--- config.mk ---
export PLATFORM = sky130hd
export DESIGN_NAME = rr_sel_arbiter4
export DESIGN_NICKNAME = d
export VERILOG_FILES = /design/src/rtl/arb_pkg.sv /design/src/rtl/rr_pick4.sv /design/src/rtl/rr_sel_arbiter4.sv
export SDC_FILE = /design/constraint.sdc
export NUM_CORES = 1
export LEC_CHECK = 0
export CAP_MARGIN = 20
export CORE_MARGIN = 2
export CORE_UTILIZATION = 45
export DETAILED_ROUTE_END_ITERATION = 8
export PLACE_DENSITY_LB_ADDON = 0.3
export SYNTH_ARGS = -nofsm -noshare
export SYNTH_HDL_FRONTEND = slang
export SYNTH_SLANG_ARGS = --single-unit
--- constraint.sdc ---
create_clock -name clk -period 2.5 [get_ports clk]
set_input_delay 0.25 -clock clk [delete_from_list [all_inputs] [get_ports clk]]
set_output_delay 0.25 -clock clk [all_outputs]
set_load 0.05 [all_outputs]
--- src/rtl/arb_pkg.sv ---
// Shared types and helpers for the 4-channel round-robin select arbiter.
//   N_CH        : number of arbitrated channels
//   SEL_W       : width of the mux select / channel index
//   arb_state_t : arbiter FSM state
//   onehot4()   : channel index -> one-hot grant vector
package arb_pkg;

  localparam int unsigned N_CH  = 4;
  localparam int unsigned SEL_W = 2;

  typedef enum logic {IDLE, GRANT} arb_state_t;

  function automatic logic [N_CH-1:0] onehot4(input logic [SEL_W-1:0] sel);
    onehot4 = N_CH'(1) << sel;
  endfunction

endpackage

--- src/rtl/rr_pick4.sv ---
// Rotating-priority search: first eligible channel scanning ptr, ptr+1, ... (mod 4).
//   req  [3:0] : request vector
//   ptr  [1:0] : channel with highest priority
//   mask [3:0] : channels excluded from the search
//   any        : at least one eligible channel
//   idx  [1:0] : winning channel (ptr when nothing is eligible)
module rr_pick4
  import arb_pkg::*;
(
  input  logic [N_CH-1:0]  req,
  input  logic [SEL_W-1:0] ptr,
  input  logic [N_CH-1:0]  mask,
  output logic             any,
  output logic [SEL_W-1:0] idx
);

  logic [N_CH-1:0]  elig;
  logic [SEL_W-1:0] cand;

  assign elig = req & ~mask;

  always_comb begin
    any  = 1'b0;
    idx  = ptr;
    cand = ptr;
    for (int unsigned k = 0; k < N_CH; k++) begin
      cand = ptr + SEL_W'(k);
      if (!any && elig[cand]) begin
        any = 1'b1;
        idx = cand;
      end
    end
  end

endmodule

--- src/rtl/rr_sel_arbiter4.sv ---
// Round-robin arbiter producing the select for a downstream mux4to1.
// Optional hold-limit timeout enabled by defining ARB_TIMEOUT_EN.
//   clk           : rising-edge clock
//   rst_n         : asynchronous active-low reset
//   req     [3:0] : per-channel request (bit i = mux input i)
//   done          : owner ends its transfer (1-cycle pulse)
//   sel     [1:0] : mux select = granted channel; held while idle
//   grant   [3:0] : one-hot grant, zero when idle
//   valid         : a channel owns the mux
//   timeout       : 1-cycle pulse after a hold-limit revocation
module rr_sel_arbiter4
  import arb_pkg::*;
#(
  parameter int unsigned MAX_HOLD = 8
) (
  input  logic             clk,
  input  logic             rst_n,
  input  logic [N_CH-1:0]  req,
  input  logic             done,
  output logic [SEL_W-1:0] sel,
  output logic [N_CH-1:0]  grant,
  output logic             valid,
  output logic             timeout
);

  if (MAX_HOLD < 2 || MAX_HOLD > 256) begin : g_bad_max_hold
    $error("rr_sel_arbiter4: MAX_HOLD must be in 2..256");
  end

  arb_state_t       state_q, state_d;
  logic [SEL_W-1:0] sel_q, sel_d;
  logic [N_CH-1:0]  grant_q, grant_d;
  logic             valid_q, valid_d;
  logic             timeout_q, timeout_d;
  logic [SEL_W-1:0] ptr_q, ptr_d;

  logic             release_c;
  logic             hold_hit_c;
  logic [SEL_W-1:0] pick_ptr_c;
  logic [N_CH-1:0]  pick_mask_c;
  logic             pick_any;
  logic [SEL_W-1:0] pick_idx;

`ifdef ARB_TIMEOUT_EN
  localparam int unsigned HOLD_W = $clog2(MAX_HOLD);

  logic [HOLD_W-1:0] hold_cnt_q, hold_cnt_d;
  logic              hold_keep_c;

  assign hold_hit_c  = (hold_cnt_q == HOLD_W'(MAX_HOLD - 1));
  assign hold_keep_c = (state_q == GRANT) && !release_c;

  // Counts cycles of the current ownership; cleared on every new grant.
  always_comb begin
    hold_cnt_d = '0;
    if (hold_keep_c) begin
      hold_cnt_d = (hold_cnt_q == '1) ? hold_cnt_q : hold_cnt_q + HOLD_W'(1);
    end
  end

  always_ff @(posedge clk or negedge rst_n) begin
    if (!rst_n) hold_cnt_q <= '0;
    else        hold_cnt_q <= hold_cnt_d;
  end
`else
  assign hold_hit_c = 1'b0;
`endif

  // sel_q doubles as the owner index while in GRANT.
  assign release_c = (state_q == GRANT) && (!req[sel_q] || done || hold_hit_c);

  // While granted, the search starts after the owner and excludes it.
  assign pick_ptr_c  = (state_q == GRANT) ? sel_q + SEL_W'(1) : ptr_q;
  assign pick_mask_c = (state_q == GRANT) ? onehot4(sel_q) : '0;

  rr_pick4 u_pick (
    .req  (req),
    .ptr  (pick_ptr_c),
    .mask (pick_mask_c),
    .any  (pick_any),
    .idx  (pick_idx)
  );

  // Next-state and registered-output logic.
  always_comb begin
    state_d   = state_q;
    sel_d     = sel_q;
    grant_d   = grant_q;
    valid_d   = valid_q;
    timeout_d = 1'b0;
    ptr_d     = ptr_q;

    case (state_q)
      IDLE: begin
        if (pick_any) begin
          state_d = GRANT;
          sel_d   = pick_idx;
          grant_d = onehot4(pick_idx);
          valid_d = 1'b1;
        end
      end
      GRANT: begin
        if (release_c) begin
          ptr_d     = sel_q + SEL_W'(1);
          timeout_d = hold_hit_c && !done && req[sel_q];
          if (pick_any) begin
            sel_d   = pick_idx;
            grant_d = onehot4(pick_idx);
            valid_d = 1'b1;
          end else begin
            state_d = IDLE;
            grant_d = '0;
            valid_d = 1'b0;
          end
        end
      end
      default: begin
        state_d = IDLE;
        grant_d = '0;
        valid_d = 1'b0;
      end
    endcase
  end

  always_ff @(posedge clk or negedge rst_n) begin
    if (!rst_n) begin
      state_q   <= IDLE;
      sel_q     <= '0;
      grant_q   <= '0;
      valid_q   <= 1'b0;
      timeout_q <= 1'b0;
      ptr_q     <= '0;
    end else begin
      state_q   <= state_d;
      sel_q     <= sel_d;
      grant_q   <= grant_d;
      valid_q   <= valid_d;
      timeout_q <= timeout_d;
      ptr_q     <= ptr_d;
    end
  end

  assign sel     = sel_q;
  assign grant   = grant_q;
  assign valid   = valid_q;
  assign timeout = timeout_q;

endmodule

## Word-level counts from Yosys, hierarchy flattened

Index checks and enable logic that the tools add are counted.

| cells by class | value |
|---|---|
| bitwise logic cells | 3 |
| reduce and logical (&&, ||, !) cells | 11 |
| equality and inequality tests | 2 |
| add/sub/neg operators | 4 |
| shift operators | 2 |
| order comparisons | 5 |
| muxes and demuxes | 32 |

Operator list:

| operator | number |
|---|---|
| $mux W4 | 4 |
| $lt A2 B3 Y1 const B | 5 |
| $mux W1 | 13 |
| $mux W2 | 6 |
| $bmux W1 S2 | 5 |
| $pmux W4 S2 | 1 |
| $shl A1 B2 Y4 const A | 2 |
| $add A2 B1 Y2 const B | 2 |
| $add A2 B2 Y2 const B | 2 |
| $and A4 B4 Y4 | 1 |
| $logic_and A1 B1 Y1 | 4 |
| $logic_not A1 Y1 | 4 |
| $not A4 Y4 | 1 |
| $pmux W1 S2 | 2 |
| $pmux W2 S2 | 1 |
| $reduce_and A2 Y1 | 2 |
| $ne A2 B1 Y1 const B | 1 |
| $ne A2 B2 Y1 const B | 1 |
| $logic_or A1 B1 Y1 | 1 |
| $not A1 Y1 | 1 |

| storage, ports and cells | value |
|---|---|
| output and inout bits | 8 |
| input bits | 7 |
| logic and storage cells | 64 |
| flip-flop bits (word level) | 10 |

## Logic depth before layout (Yosys ltp)

Gate-level depths: netlist of run 1.

| logic depth | value |
|---|---|
| depth after elaboration | 20 |
| gate-level depth with buffers | 7 |
| depth with buffers taken out | 7 |

## By module

A second synthesis of run 1 with hierarchy kept.

| unflattened totals | value |
|---|---|
| cell total of the unflattened synthesis | 66 |
| area total of the unflattened synthesis | 691.9 um^2 |

By module, submodules not included:

| module | cells an instance | area each (um^2) | times used | seq. area each (um^2) |
|---|---|---|---|---|
| rr_sel_arbiter4 | 45 | 555.5 | 1 | 250.2 |
| rr_pick4 | 21 | 136.4 | 1 | 0.0 |

## Worst setup path before layout of run 1

OpenSTA, ideal clock, no wires.

| timing path | value |
|---|---|
| kind | reg-to-reg |
| start | register sel_q[0] (netlist: sel[0]) |
| end | register grant_q[0] (netlist: grant[0]) |
| data arrival time | 2.414 ns |
| cell stages (with the launch flop) | 8 |
| library setup time | 0.121 ns |
| clock period less this slack | 2.535 ns |
| data required time | 2.379 ns |
| path buffers | 0 |
| slack | -0.035 ns |
| path through | dfrtp_1 > inv_1 > ha_1 > mux2i_1 > mux2_1 > o211a_1 > o21ba_1 > a22o_1 |

| on the way | value |
|---|---|
| word-level cells in the longest chain between the ends | 20 |
| elaborated cells on any way between the ends | 43 |
| classes of those cells | 4 x add/sub; 2 x eq/ne; 2 x shift; 23 x mux; 2 x bitwise; 10 x reduce/logical |

RTL lines:

| what | RTL line | source |
|---|---|---|
| start, declared | rr_sel_arbiter4.sv:31 | `logic [SEL_W-1:0] sel_q, sel_d;` |
| start signal, assigned | rr_sel_arbiter4.sv:135 | `sel_q <= sel_d;` |
| branches (longest 20 deep; another with $add A2 B1 Y2) | n/a |  |
| end signal, assigned | rr_sel_arbiter4.sv:136 | `grant_q <= grant_d;` |
| end, declared | rr_sel_arbiter4.sv:32 | `logic [N_CH-1:0] grant_q, grant_d;` |

Several ways; the timed one is not identified. The select of a mux whose other input is x is not followed.
A chain may end at the register's enable or synchronous reset.

## Worst setup path after layout of run 1

| timing path | value |
|---|---|
| start | register sel_q[0] (netlist: sel[0]) |
| end | register grant_q[2] (netlist: grant[2]) |

Same word-level chain as after synthesis.

==> results of run 1 <==
[synthesized netlist by cell type]
cell,number,area share [%]
inv_1,5,2.7
a21bo_2,1,1.4
a21boi_1,1,1.1
nor2_1,4,2.2
nor3_2,1,1.4
buf_4,1,1.1
buf_2,1,0.72
a22o_1,4,5.0
o21ba_1,1,1.4
mux4_2,1,3.2
dfrtp_1,10,36
a32oi_1,1,1.3
ha_1,4,7.2
nand2_1,3,1.6
o21a_1,2,2.2
o211a_1,2,2.9
a21o_1,1,1.1
or4_1,1,1.1
a21boi_0,2,2.2
o21ai_0,5,3.6
nand2b_1,4,3.6
o21bai_1,2,2.2
conb_1,1,0.54
o211ai_1,1,1.1
mux2i_1,1,1.4
mux2_1,1,1.6
o2111ai_1,1,1.3
a22oi_2,1,1.8
and2_1,1,0.90
and3b_1,2,2.5
mux2_2,2,3.2
a21oi_1,1,0.72
[power by group through the flow]
stage / Sequential (mW) / Clock, mW / Combinational [mW]
floorplan: 0.448 / 0 / 0.457
CTS: 0.311 / 0.119 / 0.837
global placement: 0.312 / 0 / 0.819
global route: 0.324 / 0.128 / 0.908
finish: 0.314 / 0.114 / 0.832
detailed placement: 0.314 / 0 / 0.831
[worst max-delay path by stage]
stage | start | endpoint | slack, ns | cells after the start
after floorplan | sel[1] | grant[0] | 0.08 | 7
after global placement | sel[0] | grant[0] | 0.30 | 7
after detailed placement | sel[0] | grant[2] | 0.27 | 7
after CTS | sel[0] | grant[2] | 0.23 | 7
after global routing | sel[0] | grant[3] | 0.09 | 7
final | sel[0] | grant[2] | 0.24 | 7
[flip-flops by register name (all words and copies together), names as in the netlist]
signal and cells:
valid 1, ptr_q 2, state_q 1, sel 2, grant 4
[cells in the final DEF (no fill, tap or decap), drive strengths merged, types with 2 or more instances in the layout]
master / count
clkdlybuf4s50: 13
o21ai: 5
mux2: 3
nand2b: 4
a22o: 4
dfrtp: 10
o211a: 2
o21a: 2
o21bai: 2
clkbuf: 4
nor2: 4
ha: 4
nand2: 3
and3b: 2
a21boi: 3
inv: 5
[cells by family (layout without fill, tap and decap cells)]
group	Yosys count	in the layout	share of synthesized area, %
AO/OA/AOI/OAI	26	26	29.08
adder cells (fa/ha/maj)	4	4	7.182
buffers and inverters	7	23	4.488
flip-flops	10	10	35.91
multiplexers	5	5	9.515
other	1	1	0.5381
AND/OR/NAND/NOR	16	16	13.29
[cell type report]
| cell class | instances | area, µm² | area share (%) |
|---|---|---|---|
| Inverter | 5 | 18.77 | 2.158 |
| Clock buffer | 4 | 26.28 | 3.022 |
| Tap cell | 16 | 20.02 | 2.302 |
| Timing Repair Buffer | 14 | 137.6 | 15.83 |
| Multi-Input combinational cell | 52 | 415.4 | 47.77 |
| Sequential cell | 10 | 251.5 | 28.92 |
[metal layers]
metal / vias to the layer above / wire (µm) / global-route usage [%]
met2: 20 / 663 / 27.16
met5: - / 0 / 0
li1: 288 / - / -
met3: 5 / 76 / 1.667
met1: 260 / 747 / 26.88
met4: 0 / 35 / 10.91
[worst reg2reg max path, delay by kind of cell, from the launching register on]
kind                     cells  cell delay (ns)
AO/OA/AOI/OAI                2             0.42
adder cells (fa/ha/maj)      1             0.33
buffers and inverters        1             0.11
flip-flops                   1             0.45
multiplexers                 2             0.63
AND/OR/NAND/NOR              1             0.24
[per-stage QoR]
stage / area [µm²] / hold slack (ns) / util, % / instances
after floorplan: 698.2 / -0.04559 / - / 69
after global placement: 843.3 / 0.4886 / 57.31 / 97
after detailed placement: 843.3 / 0.4805 / 57.31 / 97
after CTS: 869.6 / 0.2975 / 59.10 / 101
after global routing: 869.6 / 0.3240 / 59.10 / 101
final: 869.6 / 0.2881 / 59.10 / 101
==> flow_metrics.env, run 1 <==
export IMPL_outcome="complete, no violations"
export IMPL_kind_of_cell_adding_the_most_delay_to_the_critical_path="multiplexers"
export IMPL_synth_warnings=0
export IMPL_clock_insertion_delay_worst_skew_ns=0.26
export IMPL_ctsRootBufferMaster="clkbuf_4"
export IMPL_syn_avg_cell_area_um2=10.10
export IMPL_clock_share_of_power_pct=9.1
export IMPL_worstSetupPathType="flop to flop"
export IMPL_cts_htree_levels=1
export IMPL_floorplan_die_width_um=43.36
export IMPL_post_synth_instance_area_um2=696.9
export IMPL_synth_ff_latch_count=10
export IMPL_initialDrtViolationCount=8
export IMPL_max_slew_margin_rel_pct=66.51
export IMPL_antenna_diode_count=0
export IMPL_worst_r2r_setup_slack_ns=0.24
export IMPL_max_cap_viols=0
export IMPL_drive_above_1_share_pct=12.94
export IMPL_cts_tree="done"
export IMPL_fillerInstances=133
export IMPL_seq_power_share_pct=24.9
export IMPL_rsz_0062_raised_after_global_routing="no"
export IMPL_die_h_um=43.36
export IMPL_via_count=573
export IMPL_viasPerCell=5.673
export IMPL_area_growth_syn_to_layout_pct=24.78
export IMPL_die_area_um2=1880
export IMPL_power_net_switching_mw=0.5934
export IMPL_total_leakage_power_nw=0.4072
export IMPL_r2r_end="grant[2]"
export IMPL_row_count=14
export IMPL_dp_hpwl_mm=1.178
export IMPL_number_of_i_o_port_buffers=13
export IMPL_final_critical_path_setup_slack_ns=0.2352
export IMPL_grt_overflow=0
export IMPL_floorplan_initialDensity_pct=47.36
export IMPL_cts_hold_repair_buffers=0
export IMPL_tritoncts_buffers=3
export IMPL_synth_distinct_cells=32
export IMPL_max_freq_mhz=441.5
export IMPL_cts_max_path_buffers=2
export IMPL_clkTransAtPathRegs_ns=0.06
export IMPL_time_the_final_worst_path_needs_with_i_o_delays_and_setup_ns=2.265
export IMPL_comb_power_share_pct=66.0
export IMPL_timing_final_crit_share_pct=90.59
export IMPL_drt_first_pass_iters=4
export IMPL_ys_seq_area_share_pct=35.91
export IMPL_power_switching_share_pct=47.07
export IMPL_finalHoldViolCount=0
export IMPL_design_portCount=15
export IMPL_worstMarginPinSlew_ns=0.5008
export IMPL_max_vdd_drop_v=0.0006862
export IMPL_global_route_wire_length_before_repair_mm=2.504
export IMPL_finClkSkew_ns=0.006702
export IMPL_worstPathArrival_ns=2.46
export IMPL_syn_instance_count=69
export IMPL_post_cts_repair_setup_buffers=0
export IMPL_global_route_usage_total_pct=18.57
export IMPL_slew_violations=0
export IMPL_worstRegToRegCells=7
export IMPL_start_kind="flop"
export IMPL_detailed_route_wire_length_per_cell_um=15.07
export IMPL_worstPathMaxFanout=8
export IMPL_crit_chain="inv_1 -> ha_1 -> mux2i_1 -> mux2_1 -> o211a_1 -> nor3_2 -> a22o_1"
export IMPL_critical_path_n_buffers_inverters=1
export IMPL_ant_nets=0
export IMPL_finish_net_count=97
export IMPL_min_path_type="input port to asynchronous set/reset pin"
export IMPL_total_core_area_um2=1471
export IMPL_design_power_total_mw=1.261
export IMPL_gp_routability_congestion=0.8495
export IMPL_overall_routed_net_length_mm=1.522
export IMPL_cp_slowest_cell="dfrtp_2"
export IMPL_power_per_cell_area_nw_per_um2=1450
export IMPL_via_count_of_the_first_global_routing_pass=519
export IMPL_critical_path_reg2reg_startpoint="sel[0]"
export IMPL_intPower_mw=0.6673
export IMPL_setup_worst_path_end_class="flop"
export IMPL_mappedNetlistNets=80
export IMPL_cts_repair_resize_count=0
export IMPL_sink_count=10
export IMPL_dpl_worst_slack_ns=0.2708
export IMPL_grt_antenna_before_repair=0
export IMPL_max_incr_delay_on_cp_ns=0.45
export IMPL_worstPathRequired_ns=2.70
export IMPL_maximum_number_of_pins_on_one_net_before_global_route_repair=14
export IMPL_fin_tns_setup_ns=0
export IMPL_setup_viol=0
export IMPL_route_detailed_drc=0
(Power assumes the default switching activity.)
==> run 2: changes to the inputs <==
clock period = 2.2 ns   (was 2.5 ns; I/O delays follow)
==> run 2 against run 1 <==
  * Maximum frequency grew 11%
  * Die area is the same
  * Sequential share of layout area shrank 1.2 points
  * Critical path depth is the same
  * Combinational power grew 26%
  * Clock skew grew 0.0010 ns
  * Utilization grew 2.8 points
  * Critical path type unchanged
  * First-iteration DRC count grew 63%
  * Via count grew 1.4%
==> flow_metrics.env, run 2 (synthesis results as in run 1) <==
export IMPL_outcome="complete, no violations"
export IMPL_min_path_type="input port to asynchronous set/reset pin"
export IMPL_tritoncts_buffers=3
export IMPL_design_portCount=15
export IMPL_cts_max_path_buffers=2
export IMPL_m1WireLength_um=752
export IMPL_sink_count=10
export IMPL_worstSetupPathType="flop to flop"
export IMPL_area_growth_syn_to_layout_pct=30.70
export IMPL_overall_routed_net_length_mm=1.571
export IMPL_maximum_number_of_pins_on_one_net_before_global_route_repair=13
export IMPL_total_leakage_power_nw=0.4118
export IMPL_wl_met3_um=71
export IMPL_start_kind="flop"
export IMPL_clkTransAtPathRegs_ns=0.07
export IMPL_worstRegToRegCells=7
export IMPL_worstPathRequired_ns=2.39
export IMPL_finalHoldViolCount=0
export IMPL_cts_hold_repair_buffers=0
export IMPL_power_per_cell_area_nw_per_um2=1661
export IMPL_setup_worst_path_end_class="flop"
export IMPL_worstPathMaxFanout=6
export IMPL_largest_reg_flops=4
export IMPL_max_vdd_drop_v=0.001101
export IMPL_ctsRootBufferMaster="clkbuf_4"
export IMPL_max_freq_mhz=490.8
export IMPL_worst_r2r_setup_slack_ns=0.16
export IMPL_ant_nets=0
export IMPL_viasPerCell=5.641
export IMPL_whs_ns=0.2613
export IMPL_global_route_usage_total_pct=18.99
export IMPL_gp_routability_congestion=0.8926
export IMPL_die_area_um2=1880
export IMPL_global_route_wire_length_before_repair_mm=2.677
export IMPL_cts_repair_resize_count=0
export IMPL_floorplan_initialDensity_pct=47.36
export IMPL_worstPathArrival_ns=2.23
export IMPL_finish_net_count=99
export IMPL_maxUsedRoutingLayer="met4"
export IMPL_design_power_total_mw=1.513
export IMPL_critical_path_reg2reg_startpoint="sel[1]"
export IMPL_via_count=581
export IMPL_die_h_um=43.36
export IMPL_max_slew_margin_rel_pct=66.70
export IMPL_grt_overflow=0
export IMPL_via_count_of_the_first_global_routing_pass=577
export IMPL_slew_violations=0
export IMPL_drt_first_pass_iters=4
export IMPL_cts_tree="done"
export IMPL_worstMarginPinSlew_ns=0.4980
export IMPL_antenna_diode_count=0
export IMPL_layout_common_cells="clkdlybuf4s50_1 (13), dfrtp_1 (8), o21ai_0 (5)"
export IMPL_final_cell_area_um2=910.9
export IMPL_total_core_area_um2=1471
export IMPL_mostFrequentLayoutCell="clkdlybuf4s50_1"
export IMPL_row_count=14
export IMPL_number_of_i_o_port_buffers=13
export IMPL_dp_hpwl_mm=1.188
export IMPL_r2r_end="grant[2]"
export IMPL_route_detailed_drc=0
export IMPL_cts_htree_levels=1
export IMPL_finClkSkew_ns=0.007704
export IMPL_setup_viol=0
export IMPL_grt_antenna_before_repair=0
export IMPL_initialDrtViolationCount=13
export IMPL_max_cap_viols=0
export IMPL_detailed_route_wire_length_per_cell_um=15.25
export IMPL_time_the_final_worst_path_needs_with_i_o_delays_and_setup_ns=2.038
export IMPL_post_cts_repair_setup_buffers=0
export IMPL_met2RoutedLength_um=714
export IMPL_timing_final_crit_share_pct=92.62
export IMPL_floorplan_die_width_um=43.36
export IMPL_placed_area_um2=875.8
export IMPL_drive_above_1_share_pct=19.54
export IMPL_clock_insertion_delay_worst_skew_ns=0.26
export IMPL_final_core_utilization_pct=61.90
run 2: cell count changes in the layout (fill, tap and decap cells not counted), sizes merged:
cell | before | now
buf | 1 | 3
run 2: worst max-delay path by stage:
| stage | startpoint | end | cells past startpoint |
|---|---|---|---|
| 2_1_floorplan | sel[0] | grant[0] | 7 |
| 3_3_place_gp | req[2] | ptr_q[1] | 5 |
| 3_5_place_dp | sel[1] | grant[0] | 7 |
| 4_1_cts | sel[1] | grant[3] | 7 |
| 5_1_grt | sel[0] | grant[2] | 7 |
| 6_report | sel[1] | grant[2] | 7 |
run 2: per-stage QoR:
step / TNS [ns] / std cells / setup slack [ns]
after floorplan: 0 / 69 / 0.01680
after global placement: 0 / 99 / 0.09923
after detailed placement: 0 / 99 / 0.1154
after CTS: 0 / 103 / 0.09750
after global routing: -0.01834 / 103 / -0.01037
final: 0 / 103 / 0.1624
run 2: final cells by class:
type,count,area (µm²)
clock buffer,4,26.28
inverter,5,18.77
fill,128,560.5
sequential,10,252.7
timing repair buffer,16,152.6
multi-input combinational,52,440.4
tap,16,20.02
run 2: per-layer routing:
layer | track usage [%] | vias up
li1 | - | 285
met1 | 26.27 | 274
met2 | 28.96 | 18
met3 | 3.333 | 4
met4 | 9.091 | 0
met5 | 0 | -
run 2: where the power goes:
group          switching (mW)  leakage (nW)  internal [mW]
Sequential             0.0661         0.117          0.270
Clock                  0.0620        0.0150         0.0698
Combinational           0.570         0.280          0.475
run 2: worst max-delay path, cell delays in order, from the launching register on:
cell	delay [ns]
dfrtp_2	0.45
inv_1	0.12
ha_4	0.22
mux2i_4	0.19
mux2_1	0.34
o211a_1	0.23
nor3_2	0.24
a22o_1	0.18
==> run 3: changes to the inputs <==
CAP_MARGIN = not set   (was 20)
TNS_END_PERCENT = 10   (was not set)
==> results of run 3 <==
No change in the layout: final DEF, timing and power equal those of run 2.
